## config.mk

```make
export PLATFORM = sky130hd
export DESIGN_NAME = ldm_stm_seq
export DESIGN_NICKNAME = d
export VERILOG_FILES = /design/src/rtl/ldm_stm_seq_pkg.sv /design/src/rtl/ldm_stm_seq_popcount16.sv /design/src/rtl/ldm_stm_seq.sv
export SDC_FILE = /design/constraint.sdc
export NUM_CORES = 1
export LEC_CHECK = 0
export CAP_MARGIN = 20
export CORE_ASPECT_RATIO = 0.6
export CORE_MARGIN = 10
export CORE_UTILIZATION = 48
export DETAILED_ROUTE_END_ITERATION = 10
export PLACE_DENSITY = 0.81
export SKIP_CTS_REPAIR_TIMING = 1
export SLEW_MARGIN = 0
export SYNTH_ARGS = -nofsm -noshare
export SYNTH_HDL_FRONTEND = slang
export SYNTH_SLANG_ARGS = --single-unit
```

## constraint.sdc

```tcl
create_clock -name clk -period 6.95 [get_ports clk]
set_input_delay 1.39 -clock clk [delete_from_list [all_inputs] [get_ports clk]]
set_output_delay 1.39 -clock clk [all_outputs]
set_load 0.01 [all_outputs]
```

## src/rtl/ldm_stm_seq_pkg.sv

```systemverilog
// Shared CPU constants for the block-transfer sequencer: FSM encoding,
// PC register index, word size and the latched request record.
package ldm_stm_seq_pkg;

   localparam logic [2:0] ST_IDLE   = 3'd0;
   localparam logic [2:0] ST_RDBASE = 3'd1;
   localparam logic [2:0] ST_SETUP  = 3'd2;
   localparam logic [2:0] ST_XFER   = 3'd3;
   localparam logic [2:0] ST_WBACK  = 3'd4;
   localparam logic [2:0] ST_FIN    = 3'd5;

   localparam logic [3:0]  PC_IDX     = 4'd15;
   localparam logic [31:0] WORD_BYTES = 32'd4;

   // Request fields captured when a transfer is accepted
   typedef struct packed {
      logic        is_load;
      logic        pre;
      logic        up;
      logic        wb;
      logic [3:0]  rn;
      logic [15:0] reglist;
   } ldm_req_t;

   // Index of the lowest set bit (0 when the mask is empty)
   function automatic logic [3:0] lowest_set(input logic [15:0] mask);
      logic [3:0] idx;
      idx = 4'd0;
      for (int i = 15; i >= 0; i--) begin
         if (mask[i]) idx = 4'(i);
      end
      return idx;
   endfunction

endpackage

```

## src/rtl/ldm_stm_seq_popcount16.sv

```systemverilog
// Combinational population count of a 16-bit register list.
module popcount16 (
   input  logic [15:0] i_bits,
   output logic [4:0]  o_count
);

   // Sum the selected bits
   always_comb begin
      o_count = 5'd0;
      for (int i = 0; i < 16; i++) begin
         o_count = o_count + {4'd0, i_bits[i]};
      end
   end

endmodule

```

## src/rtl/ldm_stm_seq.sv

```systemverilog
// LDM/STM block-transfer sequencer: reads the base register, walks the
// register list in ascending order over a word memory handshake, and
// optionally writes the updated base back.
module ldm_stm_seq
   import ldm_stm_seq_pkg::*;
#(
   parameter int MAX_WAIT = 255
) (
   input  logic        clk,
   input  logic        rst,
   input  logic        start,
   input  logic        is_load,
   input  logic        pre,
   input  logic        up,
   input  logic        wb,
   input  logic [3:0]  rn,
   input  logic [15:0] reglist,
   output logic [3:0]  rd_addr,
   input  logic [31:0] rd_data,
   output logic        write_reg,
   output logic [3:0]  w_addr,
   output logic [31:0] w_data,
   output logic        write_pc,
   output logic [31:0] pc_data,
   output logic        mem_req,
   output logic        mem_we,
   output logic [31:0] mem_addr,
   output logic [31:0] mem_wdata,
   input  logic        mem_ack,
   input  logic [31:0] mem_rdata,
   output logic        busy,
   output logic        done,
   output logic        error
);

   localparam int WAIT_W = (MAX_WAIT < 2) ? 1 : $clog2(MAX_WAIT);
   localparam logic [WAIT_W-1:0] WAIT_LAST = WAIT_W'(MAX_WAIT - 1);

   logic [2:0]        r_state;
   ldm_req_t          r_req;
   logic [15:0]       r_mask;
   logic [31:0]       r_addr;
   logic [31:0]       r_wdata;
   logic [31:0]       r_wbval;
   logic [WAIT_W-1:0] r_wait;
   logic              r_error;

   logic [4:0]  w_n;
   logic [31:0] w_4n;
   logic [31:0] w_start_addr;
   logic [31:0] w_wbval;
   logic [3:0]  w_cur;
   logic [15:0] w_mask_next;
   logic        w_last;
   logic        w_skip_wb;
   logic        w_in_xfer;
   logic        w_ld_ack;

   popcount16 u_popcount (
      .i_bits  (r_req.reglist),
      .o_count (w_n)
   );

   assign w_4n        = {25'd0, w_n, 2'b00};
   assign w_wbval     = r_req.up ? (rd_data + w_4n) : (rd_data - w_4n);
   assign w_cur       = lowest_set(r_mask);
   assign w_mask_next = r_mask & (r_mask - 16'd1);
   assign w_last      = (w_mask_next == 16'd0);
   // A loaded base register keeps the loaded value instead of the writeback
   assign w_skip_wb   = r_req.is_load & r_req.reglist[r_req.rn];
   assign w_in_xfer   = (r_state == ST_XFER);
   assign w_ld_ack    = w_in_xfer & mem_ack & r_req.is_load;

   // Lowest word address of the block for each P/U addressing mode
   always_comb begin
      w_start_addr = rd_data;
      case ({r_req.pre, r_req.up})
         2'b01:   w_start_addr = rd_data;
         2'b11:   w_start_addr = rd_data + WORD_BYTES;
         2'b00:   w_start_addr = rd_data - w_4n + WORD_BYTES;
         default: w_start_addr = rd_data - w_4n;
      endcase
   end

   // Main sequencer with its registered datapath
   always_ff @(posedge clk) begin
      if (rst) begin
         r_state <= ST_IDLE;
         r_req   <= '0;
         r_mask  <= 16'd0;
         r_addr  <= 32'd0;
         r_wdata <= 32'd0;
         r_wbval <= 32'd0;
         r_wait  <= '0;
         r_error <= 1'b0;
      end else begin
         case (r_state)
            ST_IDLE: begin
               if (start) begin
                  r_req   <= '{is_load: is_load, pre: pre, up: up, wb: wb,
                               rn: rn, reglist: reglist};
                  r_error <= 1'b0;
                  r_state <= ST_RDBASE;
               end
            end
            ST_RDBASE: begin
               r_mask  <= r_req.reglist;
               r_addr  <= w_start_addr;
               r_wbval <= w_wbval;
               if (w_n == 5'd0) begin
                  r_error <= 1'b1;
                  r_state <= ST_FIN;
               end else begin
                  r_state <= ST_SETUP;
               end
            end
            ST_SETUP: begin
               if (!r_req.is_load) r_wdata <= rd_data;
               r_wait  <= '0;
               r_state <= ST_XFER;
            end
            ST_XFER: begin
               if (mem_ack) begin
                  r_mask <= w_mask_next;
                  r_addr <= r_addr + WORD_BYTES;
                  if (!w_last)
                     r_state <= ST_SETUP;
                  else if (r_req.wb && !w_skip_wb)
                     r_state <= ST_WBACK;
                  else
                     r_state <= ST_FIN;
               end else if (r_wait == WAIT_LAST) begin
                  r_error <= 1'b1;
                  r_state <= ST_FIN;
               end else begin
                  r_wait <= r_wait + WAIT_W'(1);
               end
            end
            ST_WBACK: r_state <= ST_FIN;
            ST_FIN:   r_state <= ST_IDLE;
            default:  r_state <= ST_IDLE;
         endcase
      end
   end

   assign busy      = (r_state != ST_IDLE);
   assign done      = (r_state == ST_FIN);
   assign error     = done & r_error;
   assign mem_req   = w_in_xfer;
   assign mem_we    = w_in_xfer & ~r_req.is_load;
   assign mem_addr  = r_addr;
   assign mem_wdata = r_wdata;

   // Register-file read port: base in RDBASE, store source in SETUP
   always_comb begin
      rd_addr = 4'd0;
      if (r_state == ST_RDBASE)
         rd_addr = r_req.rn;
      else if (r_state == ST_SETUP)
         rd_addr = w_cur;
   end

   // Register-file write strobes; state decode keeps them mutually exclusive
   always_comb begin
      write_reg = 1'b0;
      w_addr    = 4'd0;
      w_data    = 32'd0;
      write_pc  = 1'b0;
      pc_data   = 32'd0;
      if (r_state == ST_WBACK) begin
         write_reg = 1'b1;
         w_addr    = r_req.rn;
         w_data    = r_wbval;
      end else if (w_ld_ack) begin
         if (w_cur == PC_IDX) begin
            write_pc = 1'b1;
            pc_data  = mem_rdata & ~(WORD_BYTES - 32'd1);
         end else begin
            write_reg = 1'b1;
            w_addr    = w_cur;
            w_data    = mem_rdata;
         end
      end
   end

endmodule

```

**After elaboration in Yosys (flattened, before gate mapping)**

Cells that the tools add are included.

- Add/subtract/negate cells: 22
- Magnitude comparators: 1
- Equality and inequality tests: 16
- Multiplexer cells: 56
- Bitwise logic cells: 7
- Reductions and logical operators: 16

Operators by type and width:

| cell | count |
|---|---|
| two-way mux 32 bit | 8 |
| adder 32 x 3 -> 32 bit, second input constant | 3 |
| case mux 32 bit (3 select lines) | 1 |
| two-way mux 4 bit | 21 |
| adder 5 x 1 -> 5 bit | 14 |
| case mux 32 bit (2 select lines) | 1 |
| adder 32 x 7 -> 32 bit | 1 |
| case mux 16 bit (2 select lines) | 1 |
| subtractor 32 x 7 -> 32 bit | 1 |
| AND 16 bit | 1 |
| zero test 16 bit | 1 |
| two-way mux 16 bit | 1 |
| two-way mux 8 bit | 2 |
| case mux 8 bit (2 select lines) | 1 |
| subtractor 16 x 1 -> 16 bit, second input constant | 1 |
| two-way mux 3 bit | 5 |
| case mux 3 bit (5 select lines) | 1 |
| two-way mux 1 bit | 12 |
| inequality test 2 bit, second input constant | 5 |
| adder 8 x 1 -> 8 bit, second input constant | 1 |
| == test 8 bit, second input constant | 1 |
| AND reduction 2 bit | 4 |
| == test 3 x 2 -> 1 bit, second input constant | 2 |
| == test 3 bit, second input constant | 2 |
| other kinds (21) | 27 |

- Register bits: 148
- Input bits: 92
- Output and inout port bits: 143

**Logic depth before layout (Yosys ltp)**

Gate-level depths: netlist of run 1.

- Depth in word-level cells: 20
- Gate-level depth with buffers: 27
- Mapped depth without buffers: 24

**Hierarchy**

From an unflattened synthesis of run 1, not the netlist that was laid out.

- Cells, all modules: 1637
- Area, all modules: 11543.6 sq um

Modules (own cells, without submodules):

| module | times used | cells each | area an instance (sq um) | sequential area each (sq um) |
|---|---|---|---|---|
| ldm_stm_seq | 1 | 1590 | 11135.7 | 2962.8 |
| popcount16 | 1 | 47 | 407.9 | 0.0 |

**Worst setup path before layout of run 1**

Ideal clock, no wire load.

- Kind: reg2reg
- Start point: register r_req[0] (netlist bit)
- End point: register r_addr[31] (netlist: mem_addr[31])
- Library setup time: 0.088 ns
- Arrival: 6.632 ns
- Slack: 0.230 ns
- Cell stages (with the launch flop): 25
- Buffers on the path: 2
- Period minus slack after synthesis: 6.720 ns
- Cells stage by stage: dfxtp_1 ha_1 inv_1 fa_1 inv_1 fa_1 fa_1 inv_1 fa_1 fa_1 fa_1 nor2b_1 o21ai_0 ha_1 or4_4 or3_1 clkbuf_1 or4_1 buf_2 or2_4 nor3_2 xnor2_1 nor4_2 or3b_2 a311oi_2

- Longest elaborated chain between the ends: 19

RTL lines:

| item | line | RTL |
|---|---|---|
| from (decl) | ldm_stm_seq.sv:40 | `ldm_req_t r_req;` |
| from (signal assigned) | ldm_stm_seq.sv:100 | `r_req <= '{is_load: is_load, pre: pre, up: up, wb: wb,` |
| adder 1 x 1 -> 2 bit (*) | ldm_stm_seq_popcount16.sv:11 | `o_count = o_count + {4'd0, i_bits[i]};` |
| adder 5 x 1 -> 5 bit (*) (14 in series) | ldm_stm_seq_popcount16.sv:11 |  |
| subtractor 32 x 7 -> 32 bit (*) | ldm_stm_seq.sv:80, ldm_stm_seq.sv:81 |  |
| adder 32 x 3 -> 32 bit | ldm_stm_seq.sv:80 | `2'b00: w_start_addr = rd_data - w_4n + WORD_BYTES;` |
| case mux 32 bit (3 select lines) (*) | ldm_stm_seq.sv:77 | `case ({r_req.pre, r_req.up})` |
| case mux 32 bit (2 select lines) (*) | ldm_stm_seq.sv:97 | `case (r_state)` |
| to (signal assigned) | ldm_stm_seq.sv:108 | `r_addr <= w_start_addr;` |
| to (signal assigned) | ldm_stm_seq.sv:125 | `r_addr <= r_addr + WORD_BYTES;` |
| to (decl) | ldm_stm_seq.sv:42 | `logic [31:0] r_addr;` |

Mark *: on every way between the ends. The rest lies on a longest branch, timed or not.
A chain may end at the register's enable or synchronous reset.

**Final worst setup path of run 1**

- Start point: register r_req[1] (netlist bit)
- End point: register r_addr[18] (netlist: mem_addr[18])

Same word-level chain as after synthesis.

==> impl_metrics.csv, run 1 <==
group,metric,value,unit
status,status,"completed",
critical_path,crit_family,"adder cells",
grt,grt_max_degree,65,
grt,grt_pass1_wl,73.1,mm
routing,dr.pass1.iters,6,
power,finalPower,6210,uW
critical_path,slowest_stage,"fa_1",
floorplan,start_util,49.4,%
routing,routedWlPerCell,22.6,um
logic_synthesis,synth-seq-cells,148,
logic_synthesis,ys_warn_count,0,
sta,worst_slack,0.195,ns
critical_path,cp-start-kind,"register",
place,post-place-ws,-0.00767,ns
floorplan,die_area,30900,um^2
critical_path,crit_buf_inv,6,
logic_synthesis,synth_cells,1638,
sta,skew,0.0102,ns
routing,wl_met3,6.51,mm
critical_path,cp_max_fo,6,
critical_path,slowest_delay,0.51,ns
logic_synthesis,synth.distinct_cells,80,
logic_synthesis,seq_area_frac_synth,25.7,%
cells_and_area,diodes,0,
routing,highest_layer,"met4",
floorplan,ioPinCount,235,
place,port_buffers,232,
routing,vias,13600,
critical_path,worstSetupEndpointType,"register",
sta,slew_viol_final,0,
routing,via_per_inst,6.32,
power,seq_power_share,21.6,%
routing,dr_wl_met2,20.2,mm
clock_tree,cts.clk_slew.worst_paths,0.07,ns
power,p_leak,0.00534,uW
place,gp_congestion,0.991,
sta,fmax,148,MHz
power,swShare,48.9,%
power,combPwrFrac,62.8,%
grt,antenna_found_initial,0,
routing,antenna_left,0,
sta,fin_crit_sh,97.2,%
power,power.internal,3180,uW
sta,finalHoldViolations,0,
grt,grtUsageTotal,29.9,%
cells_and_area,drive_gt1_share,8.44,%
floorplan,coreArea,23300,um^2
floorplan,die_h,140,um
critical_path,arrival,7.12,ns
cells_and_area,fin_util,64.2,%
power,p_sw,3040,uW
cells_and_area,fillers,2065,
routing,drt_iter0_drc,1978,
logic_synthesis,synth_edf_count,0,
clock_tree,cts_max_level,4,
min_path,hp-class,"reg2reg",
logic_synthesis,avgSynthCellArea,7.05,um^2
critical_path,crit_type,"reg2reg",
critical_path,cp.required,7.31,ns
run,cap_violations,0,
sta,fin_tns_setup,0,ns
floorplan,die_w,220,um
logic_synthesis,async_reset_ff_share,0,%
grt,grt_remaining_overflow,0,
clock_tree,root_buffer,"clkbuf_16",
power,power_frac_clock,15.6,%
critical_path,path_cells,"ha_1, inv_1, fa_1, inv_1, fa_1, fa_1, inv_1, fa_1, fa_2, fa_2, xor2_2, inv_1, ha_1, nor2_2, o311a_1, or3_1, a222oi_1, buf_4, and4_2, buf_4, nand3_2, o31ai_2, o2111ai_1, a311oi_1",
sta,fin_crit,6.76,ns
cells_and_area,final_nets,1951,
clock_tree,insertion_delay,0.45,ns
cells_and_area,layout.cells.most_common_list,"280 x nand2_1, 231 x clkdlybuf4s50_1, 178 x a21oi_1",
clock_tree,max-clock-path-buffers,2,
sta,slew_headroom,16.9,%
logic_synthesis,netlist_area,11500,um^2
cells_and_area,final_common_cell,"nand2_1",
floorplan,rows,43,
routing,met1_length,20.6,mm
clock_tree,cts.sinks,148,
sta,finalSetupViolations,0,
cells_and_area,area_delta_synth_final,29.9,%
power,power.density,415,nW/um^2
clock_tree,tritoncts,"built",
power,peakVddDrop,0.405,mV
clock_tree,cts_made_buffers,17,
grt,grt_pass1_vias,12500,
logic_synthesis,ys.flop_type,"dfxtp_1",
routing,drt_drc_violations_left,0,
routing,routed_wl,48.6,mm
place,hpwlAfterDp,35.6,mm
sta,tightest_slew,1.24,ns
[area by class of cell]
class                      instances  area (um^2)  area share, %
multi-input combinational       1307         8020           53.5
sequential                       148         2960           19.8
timing repair buffer             297         2810           18.7
clock buffer                      20          457           3.05
tap                              315          394           2.63
inverter                          53          199           1.33
clock inverter                    12          145          0.968
[power groups by stage]
stage | combinational [uW] | sequential (uW) | clock, uW
2_1_floorplan | 2410 | 1290 | 0
3_3_place_gp | 3600 | 1330 | 0
3_5_place_dp | 3680 | 1340 | 0
4_1_cts | 3710 | 1330 | 973
5_1_grt | 4220 | 1360 | 1010
6_report | 3900 | 1340 | 972
[path summary, 6_finish.rpt]
kind / cells past startpoint / slack, ns / end / start
worst max-delay path: 24 / 0.19 / mem_addr[18] / r_req[1]
worst max register to register: 24 / 0.19 / mem_addr[18] / r_req[1]
worst min register to register: 2 / 0.45 / r_wbval[21] / r_wbval[21]
worst min-delay path: 2 / 0.45 / r_wbval[21] / r_wbval[21]
[cell families (layout without fill, tap and decap cells)]
| kind of cell | Yosys count | after routing | synth area share, % |
|---|---|---|---|
| AO/OA/AOI/OAI | 459 | 459 | 25.4 |
| XOR/XNOR | 90 | 90 | 6.83 |
| adder cells (fa/ha/maj) | 37 | 37 | 4.75 |
| buffers and inverters | 184 | 382 | 6.11 |
| flip-flops | 148 | 148 | 25.7 |
| multiplexers | 19 | 19 | 2.20 |
| other | 1 | 2 | 0.0325 |
| AND/OR/NAND/NOR | 700 | 700 | 29.0 |
[cell usage after synthesis, drive strengths merged, types with 6 or more instances]
library cell | count | area [um^2]
and2 | 40 | 250
buf | 19 | 86.3
nand4 | 22 | 138
mux2i | 13 | 130
nand2b | 11 | 68.8
ha | 23 | 288
clkbuf | 112 | 420
a22oi | 15 | 113
inv | 52 | 195
and3 | 20 | 125
a21oi | 180 | 901
a31oi | 14 | 87.6
a22o | 36 | 315
a211oi | 19 | 143
xnor2 | 46 | 403
dfxtp | 148 | 2960
nor4 | 29 | 221
a21o | 9 | 67.6
nor3 | 51 | 270
o211ai | 12 | 90.1
xor2 | 44 | 385
and4 | 6 | 52.6
or3 | 16 | 100
a311oi | 8 | 76.3
o31ai | 13 | 97.6
nor2 | 132 | 495
nor2b | 11 | 68.8
o21ai | 78 | 390
o311ai | 6 | 52.6
or4 | 12 | 93.8
nand3 | 49 | 245
nand2 | 281 | 1050
fa | 12 | 240
[worst reg2reg max path, stage by stage, from the launching register on]
cell and delay, ns:
dfxtp_1 0.34, ha_1 0.29, inv_1 0.05, fa_1 0.47
inv_1 0.05, fa_1 0.47, fa_1 0.51, inv_1 0.05
fa_1 0.48, fa_2 0.37, fa_2 0.37, xor2_2 0.15
inv_1 0.07, ha_1 0.30, nor2_2 0.05, o311a_1 0.40
or3_1 0.38, a222oi_1 0.38, buf_4 0.19, and4_2 0.25
buf_4 0.17, nand3_2 0.13, o31ai_2 0.28, o2111ai_1 0.15
a311oi_1 0.30
[registers in the layout (all words and copies together), names as in the netlist]
signal and count:
r_state 3, r_error 1, mem_wdata 32, mem_addr 32
r_wbval 32, r_req 24, r_wait 8, r_mask 16
[through the flow]
stage	instances	hold WS [ns]	area, um^2
after floorplan	1639	0.432	11500
after global placement	2115	0.441	14200
after detailed placement	2115	0.447	14200
after CTS	2147	0.456	14800
after global routing	2152	0.472	15000
final	2152	0.454	15000
[layer usage]
layer  up-vias  track usage, %
met2       901            42.5
met1      6360            42.2
met3       126            8.56
met4         0            9.51
met5         -               0
li1       6212               -
No activity file was read; power rests on OpenSTA's default activity.
==> run 2: changes to the inputs <==
Settings changed: CORE_MARGIN 10 to 4, SKIP_CTS_REPAIR_TIMING 1 to not set.
==> run 2 against run 1 <==
Effect of this change:
- largest power group unchanged
- wire length down 3.6%
- cell area down 0.45%
- die area down 14%
- largest cell class unchanged
==> impl_metrics.csv, run 2 (synthesis gave the netlist of run 1 again) <==
group,metric,value,unit
status,status,"completed",
critical_path,crit_type,"reg2reg",
clock_tree,cts_made_buffers,17,
place,hpwlAfterDp,33.8,mm
cells_and_area,fin_util,63.9,%
power,power.density,413,nW/um^2
sta,tightest_slew,1.14,ns
min_path,hold_path_depth,2,
grt,grt_pass1_wl,71.9,mm
floorplan,coreArea,23300,um^2
floorplan,start_util,49.4,%
cells_and_area,diodes,0,
routing,drt_drc_violations_left,0,
critical_path,slowest_stage,"or4_1",
routing,routedWlPerCell,21.8,um
sta,fmax,148,MHz
critical_path,slowest_delay,0.55,ns
run,cap_violations,0,
routing,drt_iter0_drc,1809,
critical_path,arrival,7.10,ns
critical_path,worstSetupEndpointType,"register",
cells_and_area,final_nets,1951,
grt,grt_use_met1,49.3,%
critical_path,regToRegSetupSlack,0.19,ns
critical_path,crit_family,"adder cells",
critical_path,cp-start-kind,"register",
sta,fin_crit_sh,97.2,%
clock_tree,insertion_delay,0.45,ns
sta,finalSetupViolations,0,
clock_tree,cts_hold_buf,0,
clock_tree,max-clock-path-buffers,2,
power,peakVddDrop,0.398,mV
routing,routed_wl,46.9,mm
clock_tree,cts.sinks,148,
routing,vias,13600,
critical_path,cp_common_cell,"fa_1",
floorplan,ioPinCount,235,
floorplan,die_area,26700,um^2
critical_path,cp_max_fo,5,
critical_path,rr_startpoint,"r_req[0]",
power,p_leak,0.00534,uW
floorplan,rows,43,
cells_and_area,layout.cells.most_common_list,"280 x nand2_1, 231 x clkdlybuf4s50_1, 179 x a21oi_1",
critical_path,rr_worst_depth,22,
grt,grt_busiest_layer,"met1",
critical_path,path_cells,"ha_1, inv_1, fa_1, inv_1, fa_1, fa_1, inv_1, fa_1, fa_2, fa_2, nor2b_1, o21ai_1, ha_1, or4_4, or3_1, or4_1, or2_4, nor3_4, xnor2_2, nor4_2, or3b_2, a311oi_2",
sta,fin_crit,6.76,ns
routing,antenna_left,0,
sta,skew,0.0172,ns
place,placed_cell_area,14200,um^2
min_path,hp-start,"mem_wdata[18]",
grt,grt_remaining_overflow,0,
routing,via_per_inst,6.32,
place,port_buffers,232,
clock_tree,cts.clk_slew.worst_paths,0.06,ns
grt,antenna_found_initial,0,
floorplan,die_w,208,um
clock_tree,tritoncts,"built",
floorplan,die_h,128,um
grt,grt_use_met3,11.2,%
cells_and_area,final_common_cell,"nand2_1",
cells_and_area,drive_gt1_share,7.96,%
cells_and_area,area_delta_synth_final,29.3,%
power,finalPower,6160,uW
min_path,hp-class,"reg2reg",
critical_path,cp.required,7.29,ns
critical_path,crit_buf_inv,3,
sta,slew_viol_final,0,
critical_path,critPathLaunch,"r_req[0]",
sta,slew_headroom,24.0,%
min_path,hold_end,"mem_wdata[18]",
place,gp_congestion,0.983,
clock_tree,cts_max_level,4,
grt,grtUsageTotal,33.7,%
grt,grt_pass1_vias,12500,
critical_path,r2r_end,"mem_addr[31]",
grt,grt_use_met2,47.7,%
clock_tree,root_buffer,"clkbuf_16",
sta,fin_tns_setup,0,ns
routing,dr.pass1.iters,6,
sta,finalHoldViolations,0,
cells_and_area,fin_area,14900,um^2
grt,grt_max_degree,75,
## run 2: cell types whose count changed in the layout (fill, tap and decap cells not counted), moves of 2 or more
| cell | change |
|---|---|
| nor4_2 | -2 |
| clkinvlp_4 | -2 |
| inv_8 | -2 |
| clkinv_2 | +2 |
| nor4_1 | +2 |
## run 2: stage by stage
step | setup slack, ns | cells | hold WS [ns]
after floorplan | 0.230 | 1639 | 0.432
after global placement | 0.138 | 2116 | 0.442
after detailed placement | -0.0100 | 2116 | 0.446
after CTS | 0.0537 | 2146 | 0.454
after global routing | -0.0315 | 2150 | 0.465
final | 0.193 | 2150 | 0.454
## run 2: cell type report
| cell class | instances | area [um^2] |
|---|---|---|
| clock buffer | 19 | 453 |
| clock inverter | 11 | 126 |
| fill | 2118 | 8430 |
| inverter | 53 | 199 |
| multi-input combinational | 1307 | 7970 |
| sequential | 148 | 2960 |
| tap | 315 | 394 |
| timing repair buffer | 297 | 2820 |
## run 2: worst max path at each step
stage	endpoint	slack, ns	cells after the start
after floorplan	mem_addr[31]	0.23	24
after global routing	mem_addr[20]	-0.03	24
after CTS	mem_addr[31]	0.05	22
final	mem_addr[31]	0.19	22
after detailed placement	mem_addr[31]	-0.01	22
after global placement	mem_addr[31]	0.14	22
## run 2: where the power goes
| group | internal, uW | switching, uW | total, uW |
|---|---|---|---|
| combinational | 1560 | 2310 | 3870 |
| sequential | 1060 | 281 | 1340 |
| clock | 546 | 403 | 949 |
| total | 3170 | 3000 | 6160 |
## run 2: worst register-to-register path, stage by stage, from the launching register on
cell      delay (ns)
dfxtp_1         0.33
ha_1            0.29
inv_1           0.05
fa_1            0.48
inv_1           0.06
fa_1            0.47
fa_1            0.51
inv_1           0.05
fa_1            0.45
fa_2            0.37
fa_2            0.36
nor2b_1         0.12
o21ai_1         0.13
ha_1            0.23
or4_4           0.46
or3_1           0.37
or4_1           0.55
or2_4           0.29
nor3_4          0.14
xnor2_2         0.17
nor4_2          0.09
or3b_2          0.46
a311oi_2        0.23
## run 2: repair_timing
| action | in CTS | in global routing |
|---|---|---|
| hold endpoints to repair | 0 | 0 |
| resized for setup | 1 | 16 |
| setup buffers | 0 | 3 |
| setup endpoints to repair | 1 | 20 |
| pin swaps | 0 | 5 |
## run 2: routing by layer
layer  routed length (um)  part of all wire (%)
met5                    0                     0
met1                20300                    43
met3                 6780                    14
met2                18900                    40
met4                  937                   2.0
